`config.mk`:
```
export PLATFORM = sky130hd
export DESIGN_NAME = rv32i_lsu
export DESIGN_NICKNAME = d
export VERILOG_FILES = /design/src/rtl/rv32i_lsu.sv
export SDC_FILE = /design/constraint.sdc
export NUM_CORES = 1
export LEC_CHECK = 0
export BUFFER_PORTS_ARGS = -buffer_cell sky130_fd_sc_hd__buf_4
export CELL_PAD_IN_SITES_DETAIL_PLACEMENT = 0
export CELL_PAD_IN_SITES_GLOBAL_PLACEMENT = 1
export CORE_ASPECT_RATIO = 0.5
export CORE_MARGIN = 10
export CORE_UTILIZATION = 30
export CTS_BUF_LIST = sky130_fd_sc_hd__clkbuf_8 sky130_fd_sc_hd__clkbuf_16
export DETAILED_ROUTE_END_ITERATION = 8
export MAX_ROUTING_LAYER = met4
export PLACE_DENSITY_LB_ADDON = 0.1
export SETUP_SLACK_MARGIN = 0.5
export SYNTH_ARGS = -nofsm -noshare
export SYNTH_HDL_FRONTEND = slang
export SYNTH_SLANG_ARGS = --single-unit
```
`constraint.sdc`:
```
create_clock -name clk -period 3.7 [get_ports clk]
set_clock_uncertainty 0.15 [all_clocks]
set_input_delay 0.185 -clock clk [delete_from_list [all_inputs] [get_ports clk]]
set_output_delay 0.185 -clock clk [all_outputs]
set_load 0.005 [all_outputs]
```
`src/rtl/rv32i_lsu.sv`:
```
// RV32I load/store unit: req/gnt/rvalid data bus, load extension, bus timeout.
// Define LSU_MISALIGN_TRAP_EN to trap misaligned accesses instead of aligning them down.
module rv32i_lsu #(
  parameter int unsigned MAX_WAIT = 255
) (
  input  logic        clk,
  input  logic        rst_n,
  input  logic        ex_valid_i,
  input  logic        ex_mem_read_i,
  input  logic        ex_mem_write_i,
  input  logic [2:0]  ex_funct3_i,
  input  logic [31:0] ex_addr_i,
  input  logic [31:0] ex_wdata_i,
  input  logic [4:0]  ex_rd_i,
  output logic        lsu_stall_o,
  output logic        wb_valid_o,
  output logic [4:0]  wb_rd_o,
  output logic [31:0] wb_rdata_o,
  output logic        err_o,
  output logic [1:0]  err_cause_o,
  output logic [31:0] err_addr_o,
  output logic        dmem_req_o,
  output logic        dmem_we_o,
  output logic [3:0]  dmem_be_o,
  output logic [31:0] dmem_addr_o,
  output logic [31:0] dmem_wdata_o,
  input  logic        dmem_gnt_i,
  input  logic        dmem_rvalid_i,
  input  logic [31:0] dmem_rdata_i
);

  localparam int unsigned CntW = $clog2(MAX_WAIT + 1);
  localparam logic [CntW-1:0] CntLast = CntW'(MAX_WAIT - 1);

  localparam logic [1:0] CauseFunct3   = 2'd0;
  localparam logic [1:0] CauseMisalign = 2'd1;
  localparam logic [1:0] CauseTimeout  = 2'd2;

  typedef enum logic [1:0] {StIdle, StReq, StWait} state_e;

  state_e          state_q;
  logic [CntW-1:0] cnt_q;
  logic [31:0]     addr_q;
  logic [2:0]      funct3_q;
  logic [4:0]      rd_q;
  logic [1:0]      eff_lo_q;

  logic        accept;
  logic        f3_ok;
  logic        mis_err;
  logic [1:0]  size;
  logic [1:0]  eff_lo;
  logic [3:0]  st_be;
  logic [31:0] st_wdata;
  logic        busy;
  logic        timeout;
  logic        done_store;
  logic        done_load;
  logic        gnt_load;
  logic        abort;
  logic [31:0] shifted;
  logic [31:0] load_data;

  assign size   = ex_funct3_i[1:0];
  assign accept = (state_q == StIdle) & ex_valid_i & (ex_mem_read_i | ex_mem_write_i);
  assign f3_ok  = ex_mem_write_i ? (ex_funct3_i inside {3'b000, 3'b001, 3'b010})
                                 : (ex_funct3_i inside {3'b000, 3'b001, 3'b010, 3'b100, 3'b101});

`ifdef LSU_MISALIGN_TRAP_EN
  assign mis_err = ((size == 2'b01) & ex_addr_i[0]) | ((size == 2'b10) & (|ex_addr_i[1:0]));
`else
  assign mis_err = 1'b0;
`endif

  // Byte offset actually used: bits below the access size are dropped.
  always_comb begin
    eff_lo = ex_addr_i[1:0];
    case (size)
      2'b01:   eff_lo = {ex_addr_i[1], 1'b0};
      2'b10:   eff_lo = 2'b00;
      default: ;
    endcase
  end

  always_comb begin
    st_be    = 4'b1111;
    st_wdata = ex_wdata_i;
    if (ex_mem_write_i) begin
      case (size)
        2'b00: begin
          st_be    = 4'b0001 << eff_lo;
          st_wdata = {4{ex_wdata_i[7:0]}};
        end
        2'b01: begin
          st_be    = 4'b0011 << eff_lo;
          st_wdata = {2{ex_wdata_i[15:0]}};
        end
        default: ;
      endcase
    end
  end

  assign busy       = (state_q != StIdle);
  assign timeout    = busy & (cnt_q >= CntLast);
  assign done_store = (state_q == StReq) & dmem_we_o & dmem_gnt_i;
  assign gnt_load   = (state_q == StReq) & ~dmem_we_o & dmem_gnt_i;
  assign done_load  = (state_q == StWait) & dmem_rvalid_i;
  // A handshake landing on the timeout cycle takes precedence over the abort.
  assign abort      = timeout & ~done_store & ~gnt_load & ~done_load;

  assign lsu_stall_o = (accept & f3_ok & ~mis_err) | (busy & ~done_store & ~done_load & ~abort);

  always_comb begin
    shifted = dmem_rdata_i >> {eff_lo_q, 3'b000};
    case (funct3_q)
      3'b000:  load_data = {{24{shifted[7]}}, shifted[7:0]};
      3'b001:  load_data = {{16{shifted[15]}}, shifted[15:0]};
      3'b100:  load_data = {24'd0, shifted[7:0]};
      3'b101:  load_data = {16'd0, shifted[15:0]};
      default: load_data = dmem_rdata_i;
    endcase
  end

  always_ff @(posedge clk or negedge rst_n) begin
    if (!rst_n) begin
      state_q      <= StIdle;
      cnt_q        <= '0;
      addr_q       <= '0;
      funct3_q     <= '0;
      rd_q         <= '0;
      eff_lo_q     <= '0;
      wb_valid_o   <= 1'b0;
      wb_rd_o      <= '0;
      wb_rdata_o   <= '0;
      err_o        <= 1'b0;
      err_cause_o  <= '0;
      err_addr_o   <= '0;
      dmem_req_o   <= 1'b0;
      dmem_we_o    <= 1'b0;
      dmem_be_o    <= '0;
      dmem_addr_o  <= '0;
      dmem_wdata_o <= '0;
    end else begin
      wb_valid_o <= 1'b0;
      err_o      <= 1'b0;
      case (state_q)
        StIdle: begin
          if (accept) begin
            if (!f3_ok) begin
              err_o       <= 1'b1;
              err_cause_o <= CauseFunct3;
              err_addr_o  <= ex_addr_i;
            end else if (mis_err) begin
              err_o       <= 1'b1;
              err_cause_o <= CauseMisalign;
              err_addr_o  <= ex_addr_i;
            end else begin
              state_q      <= StReq;
              cnt_q        <= '0;
              addr_q       <= ex_addr_i;
              funct3_q     <= ex_funct3_i;
              rd_q         <= ex_rd_i;
              eff_lo_q     <= eff_lo;
              dmem_req_o   <= 1'b1;
              dmem_we_o    <= ex_mem_write_i;
              dmem_be_o    <= st_be;
              dmem_addr_o  <= {ex_addr_i[31:2], 2'b00};
              dmem_wdata_o <= st_wdata;
            end
          end
        end
        StReq: begin
          cnt_q <= cnt_q + CntW'(1);
          if (dmem_gnt_i) begin
            dmem_req_o <= 1'b0;
            state_q    <= dmem_we_o ? StIdle : StWait;
          end else if (timeout) begin
            dmem_req_o  <= 1'b0;
            state_q     <= StIdle;
            err_o       <= 1'b1;
            err_cause_o <= CauseTimeout;
            err_addr_o  <= addr_q;
          end
        end
        StWait: begin
          cnt_q <= cnt_q + CntW'(1);
          if (dmem_rvalid_i) begin
            state_q    <= StIdle;
            wb_valid_o <= 1'b1;
            wb_rd_o    <= rd_q;
            wb_rdata_o <= load_data;
          end else if (timeout) begin
            state_q     <= StIdle;
            err_o       <= 1'b1;
            err_cause_o <= CauseTimeout;
            err_addr_o  <= addr_q;
          end
        end
        default: state_q <= StIdle;
      endcase
    end
  end

endmodule

```
; Word-level counts from Yosys, hierarchy flattened
; Index checks and enable logic that the tools add are counted.
; Widths: inputs -> output; s select.
[classes]
addsub = 1
order_cmp = 1
eq_ne = 17
n_shift = 3
mux = 42
bitwise = 22
reduce_logical = 17
[ops]
columns = operator, count
row1 = $mux 32, 6
row2 = $pmux 32 s4, 1
row3 = $pmux 32 s3, 1
row4 = $pmux 32 s2, 1
row5 = $shr 32x5->16, 1
row6 = $mux 2, 11
row7 = $mux 8, 2
row8 = $pmux 8 s2, 1
row9 = $and 1x1->1, 15
row10 = $eq 3x3->1 const B, 4
row11 = $mux 1, 12
row12 = $pmux 2 s3, 2
row13 = $ne 2x2->1 const B, 5
row14 = $add 8x1->8 const B, 1
row15 = $ge 8x8->1 const B, 1
row16 = $pmux 4 s2, 1
row17 = $eq 3x1->1 const B, 2
row18 = $logic_not 3->1, 2
row19 = $reduce_and 3->1, 2
row20 = $reduce_bool 2->1, 3
row21 = $reduce_bool 3->1, 2
row22 = $not 1->1, 5
row23 = $reduce_and 5->1, 1
row24 = $reduce_bool 5->1, 1
row25 = 15 further kinds, 20
[totals]
register_bits = 193
in_bits = 111
output_inout_bits = 144
elab_cells = 120

; Depth between registers and ports, before layout
[depth]
depth_word = 10
ltp_mapped = 10
ltp_nobuf = 6

; Worst setup path before layout
; No wires, ideal clock.
[synth_timing]
kind = reg2reg
startpoint = register state_q[0]
endpoint = register err_addr_o[10]
setup_time_ps = 125
arrival_ps = 1930
required_ps = 3425
slack_ps = 1495
stages_incl_launch_ff = 7
path_buffers = 2
synth_period_minus_slack_ps = 2205
path_cell_list = dfrtp_1 -> inv_1 -> ha_1 -> clkbuf_1 -> clkbuf_1 -> mux2_2 -> mux2_4
[synth_between]
elab_chain_cells = 5
elab_cells_between_ends = 17
classes_between = eq/ne: 6 / mux: 4 / bitwise: 3 / reduce/logical: 4
[synth_rtl]
columns = element, line
row1 = from (decl), 41  ; state_e state_q;
row2 = from (signal assigned), 126  ; state_q <= StIdle;
row3 = from (signal assigned), 158  ; state_q <= StReq;
row4 = from (signal assigned), 176  ; state_q <= dmem_we_o ? StIdle : StWait;
row5 = $logic_not 2->1 or $reduce_bool 2->1 (tied branches), "65, 146, 103"
row6 = $and 1x1->1 (on tied branches), "65, 104"
row7 = $and 1x1->1 or $mux 32 (tied branches), -
row8 = "$ne 2x2->1 (no source line), or another cell as far along", -
row9 = $reduce_and 5->1 (no source line) or $pmux 32 s3 (tied branches), -
row10 = to (signal assigned), 152  ; err_addr_o <= ex_addr_i;
row11 = to (signal assigned), 156  ; err_addr_o <= ex_addr_i;
row12 = to (signal assigned), 182  ; err_addr_o <= addr_q;
row13 = to (decl), 21  ; output logic [31:0] err_addr_o,
; Parallel ways exist; a longest one is shown, timed or not. The select of a mux whose other input is x is not followed.
; A chain may end at the register's enable or synchronous reset.

; Final worst setup path
[layout_timing]
startpoint = register state_q[0]
endpoint = output port lsu_stall_o
[layout_between]
elab_chain_cells = 10
elab_cells_between_ends = 24
classes_between = eq/ne: 2 / bitwise: 20 / reduce/logical: 2
[layout_rtl]
columns = element, line
row1 = $eq 2x1->1, "105, 106"
row2 = $and 1x1->1 (2 in a row), 105  ; assign done_store = (state_q == StReq) & dmem_we_o & dmem_gnt_i;
row3 = $not 1->1, "109, 111"
row4 = $and 1x1->1 (3 in a row), 109  ; assign abort = timeout & ~done_store & ~gnt_load & ~done_load;
row5 = $not 1->1, 111  ; assign lsu_stall_o = (accept & f3_ok & ~mis_err) | (busy & ~done_store & ~done_load & ~abort);
row6 = $and 1x1->1, 111
row7 = $or 1x1->1 *, 111
row8 = to (decl), 15  ; output logic lsu_stall_o,
; Mark *: on every way between the ends. The rest lies on a longest branch, timed or not.

==> metrics.yaml <==
sta:
  tightest_slew_ns: 1.101
  finalCriticalPeriod_ns: 2.865
  finalSetupViolCount: 0
  relSlewSlack: 0.2659
  slew_violations: 0
  fmax_mhz: 349.1
  period_share: 0.7743
  setup_tns_ns: 0
  finalHoldViolations: 0
  rsz0062_at_grt: "no"
floorplan:
  die_h_um: 136.2
  die_w_um: 252.4
  dieArea_sq_um: 34390
  core_area_sq_um: 26540
  boundaryPins: 255
  initial_utilization: 0.3054
  rows: 42
place:
  gp_congestion: 0.8107
  portBuffers: 251
  dp_cells: 1361
  hpwl_um: 20220
  place_area_sq_um: 10040
routing:
  routedWlPerCell_um: 19.26
  routed_wl_um: 28820
  route.vias.total: 7135
  dr.pass1.iters: 4
  viasPerCell: 4.769
  ant_nets: 0
  route.detailed.drc: 0
  drt_iter0_drc: 426
finish:
  final_util: 0.4401
  layout-drive-gt1-share: 0.3199
  area_delta_synth_final_pct: 44.13
  fin_nets: 1255
  fin_cells: 1496
  n_antenna_cell: 0
  final_area_sq_um: 11680
grt:
  grt_start_max_net_pins: 95
  gr-total-overflow: 0
  grt_pass1_vias: 7547
  grt_pass1_wl_um: 44590
  antenna_found_initial: 0
  grt_usage: 0.1710
clock_network:
  insertion_delay_ns: 0.44
  h-tree-depth: 4
  clock_sinks: 162
  post_cts_buffers: 0
  clk_path_buf_depth: 2
  tritoncts: "done"
  ctsResizeCount: 0
  cts_made_buffers: 17
  clkSlewWorstSetupHoldPaths_ns: 0.06
  cts_root_buffer: "clkbuf_16"
synthesis:
  synth_area_per_cell_sq_um: 9.752
  synth_enable_flop_cells: 0
  syn_inst: 831
  synthFlopType: "dfrtp_1"
  synthSimpleGateAreaFrac: 0.1433
  yosysSeqAreaShare: 0.5002
  synth_mux_area_frac: 0.1243
  synth-xor-area-share: 0
  synth.distinct_cells: 50
  synthesis.area_sq_um: 8104
  synthArstFlopShare: 1.000
  synthAdderAreaFrac: 0.01390
  synth_compound_area_frac: 0.1434
  synth_seq_cells: 162
  synth_top_family_by_area: "compound AO/OA/AOI/OAI gates"
  yosys_warnings: 0
pwr:
  p_per_area_nw_per_um2: 817.0
  ir_drop_mv: 0.3216
  leakagePower_nw: 5.697
  finalPower_w: 0.009542
critical_path:
  cp-start-kind: "flop"
  cp_max_fo: 47
  cp-end-kind: "output pin"
  worstPathRequired_ns: 3.37
  critPathKind: "reg -> out"
  crit_arrival_ns: 2.53
run:
  drv_cap: 0
min_path:
  hold_path.class: "in -> reg"
run_status:
  outcome: "complete, no violations"
worst max-delay path, cell delays in order, from the launching register on:
cell	delay (ns)
dfrtp_1	0.40
inv_1	0.11
ha_2	0.31
o211ai_1	0.32
a221o_4	0.65
o31ai_1	0.14
buf_4	0.15
layout make-up:
cell class                      instances  area (sq um)
Tap cell                              352         440.4
Fill cell                            2582         14860
Inverter                               16         60.06
Clock buffer                           18         439.2
Sequential cell                       162          4054
Timing Repair Buffer                  371          3067
Multi-Input combinational cell        567          3496
Clock inverter                         10         123.9
metal layers:
| metal | up-vias | GRT usage | part of all wire |
|---|---|---|---|
| met5 | - | - | 0 |
| met4 | 0 | 0.05119 | 0.012 |
| met3 | 28 | 0.03506 | 0.042 |
| met2 | 159 | 0.2799 | 0.49 |
| met1 | 3530 | 0.2108 | 0.45 |
| li1 | 3418 | - | - |
placed cells by master, fill, tap and decap left out, drive strengths merged, types with 9 or more instances in the layout:
master       synthesis  layout
nor2                29      29
o21ai               62      62
nand2              212     212
ha                   9       9
nor2b               13      13
dlygate4sd3          0     106
mux2                65      65
a22oi               12      12
clkbuf              30      18
dfrtp              162     162
a21oi               56      56
o22ai               29      29
inv                 16      20
mux2i               14      14
buf                 59     265
synthesized netlist by cell type, types with 2 or more instances:
cell type / instances / area (sq um)
mux2_4: 30 / 450.4
a22oi_1: 12 / 90.09
nand2b_1: 6 / 37.54
nor2b_1: 12 / 75.07
buf_4: 33 / 247.7
o2bb2ai_1: 7 / 61.31
a21oi_1: 56 / 280.3
nand3_1: 7 / 35.03
buf_12: 3 / 60.06
and3_1: 8 / 50.05
clkbuf_1: 30 / 112.6
or3_1: 2 / 12.51
mux2i_1: 14 / 140.1
a221o_1: 2 / 20.02
o21ai_0: 61 / 305.3
ha_1: 9 / 112.6
o21a_1: 2 / 15.01
buf_1: 4 / 15.01
buf_6: 2 / 22.52
a31oi_1: 3 / 18.77
nand2_1: 212 / 795.8
o211ai_1: 2 / 15.01
a2bb2oi_1: 6 / 52.55
buf_2: 17 / 85.08
inv_1: 15 / 56.30
mux2_2: 35 / 394.1
nor2_1: 29 / 108.9
o22ai_1: 29 / 181.4
dfrtp_1: 162 / 4054
metrics by stage:
stage	setup slack (ns)	hold WS (ns)
floorplan	1.495	-0.2606
global placement	0.9079	0.1669
detailed placement	0.8465	0.1753
CTS	0.6089	0.01562
global route	0.6583	0.1173
finish	0.8351	0.04891
power breakdown:
group / switching (W) / leakage, nW / internal [W] / total, W
sequential: 0.000670 / 2.00 / 0.00264 / 0.00331
combinational: 0.00200 / 3.40 / 0.00246 / 0.00446
clock: 0.000721 / 0.292 / 0.00105 / 0.00177
total: 0.00339 / 5.70 / 0.00615 / 0.00954
state kept, by name, indices dropped and copies added, names as in the netlist, 3 cells and up:
signal	count
addr_q	32
dmem_wdata_o	32
err_addr_o	32
wb_rdata_o	32
cnt_q	8
rd_q	5
wb_rd_o	5
dmem_be_o	4
funct3_q	3
path summary, 6_finish.rpt:
kind / startpoint / to / slack (ns) / cells after the start
max: state_q[0] / lsu_stall_o / 0.84 / 6
min: ex_funct3_i[1] / dmem_wdata_o[21] / 0.05 / 4
max reg2reg: state_q[0] / cnt_q[3] / 1.04 / 6
min reg2reg: wb_rd_o[2] / wb_rd_o[2] / 0.32 / 2
max in group asynchronous: rst_n / err_addr_o[2] / 2.17 / 3
min in group asynchronous: rst_n / wb_rdata_o[28] / 0.23 / 2
repair_timing:
| item | 4_1_cts | 5_1_grt |
|---|---|---|
| setup endpoints to repair | 0 | 1 |
| hold endpoints to repair | 217 | 0 |
| hold buffers | 106 | 0 |
cells by family after synthesis:
kind of cell | after synthesis
AND/OR/NAND/NOR | 282
AO/OA/AOI/OAI | 192
flip-flops | 162
buffers and inverters | 105
multiplexers | 80
adder cells (fa/ha/maj) | 9
other | 1
Note: power is estimated with default switching activity, not from simulation.
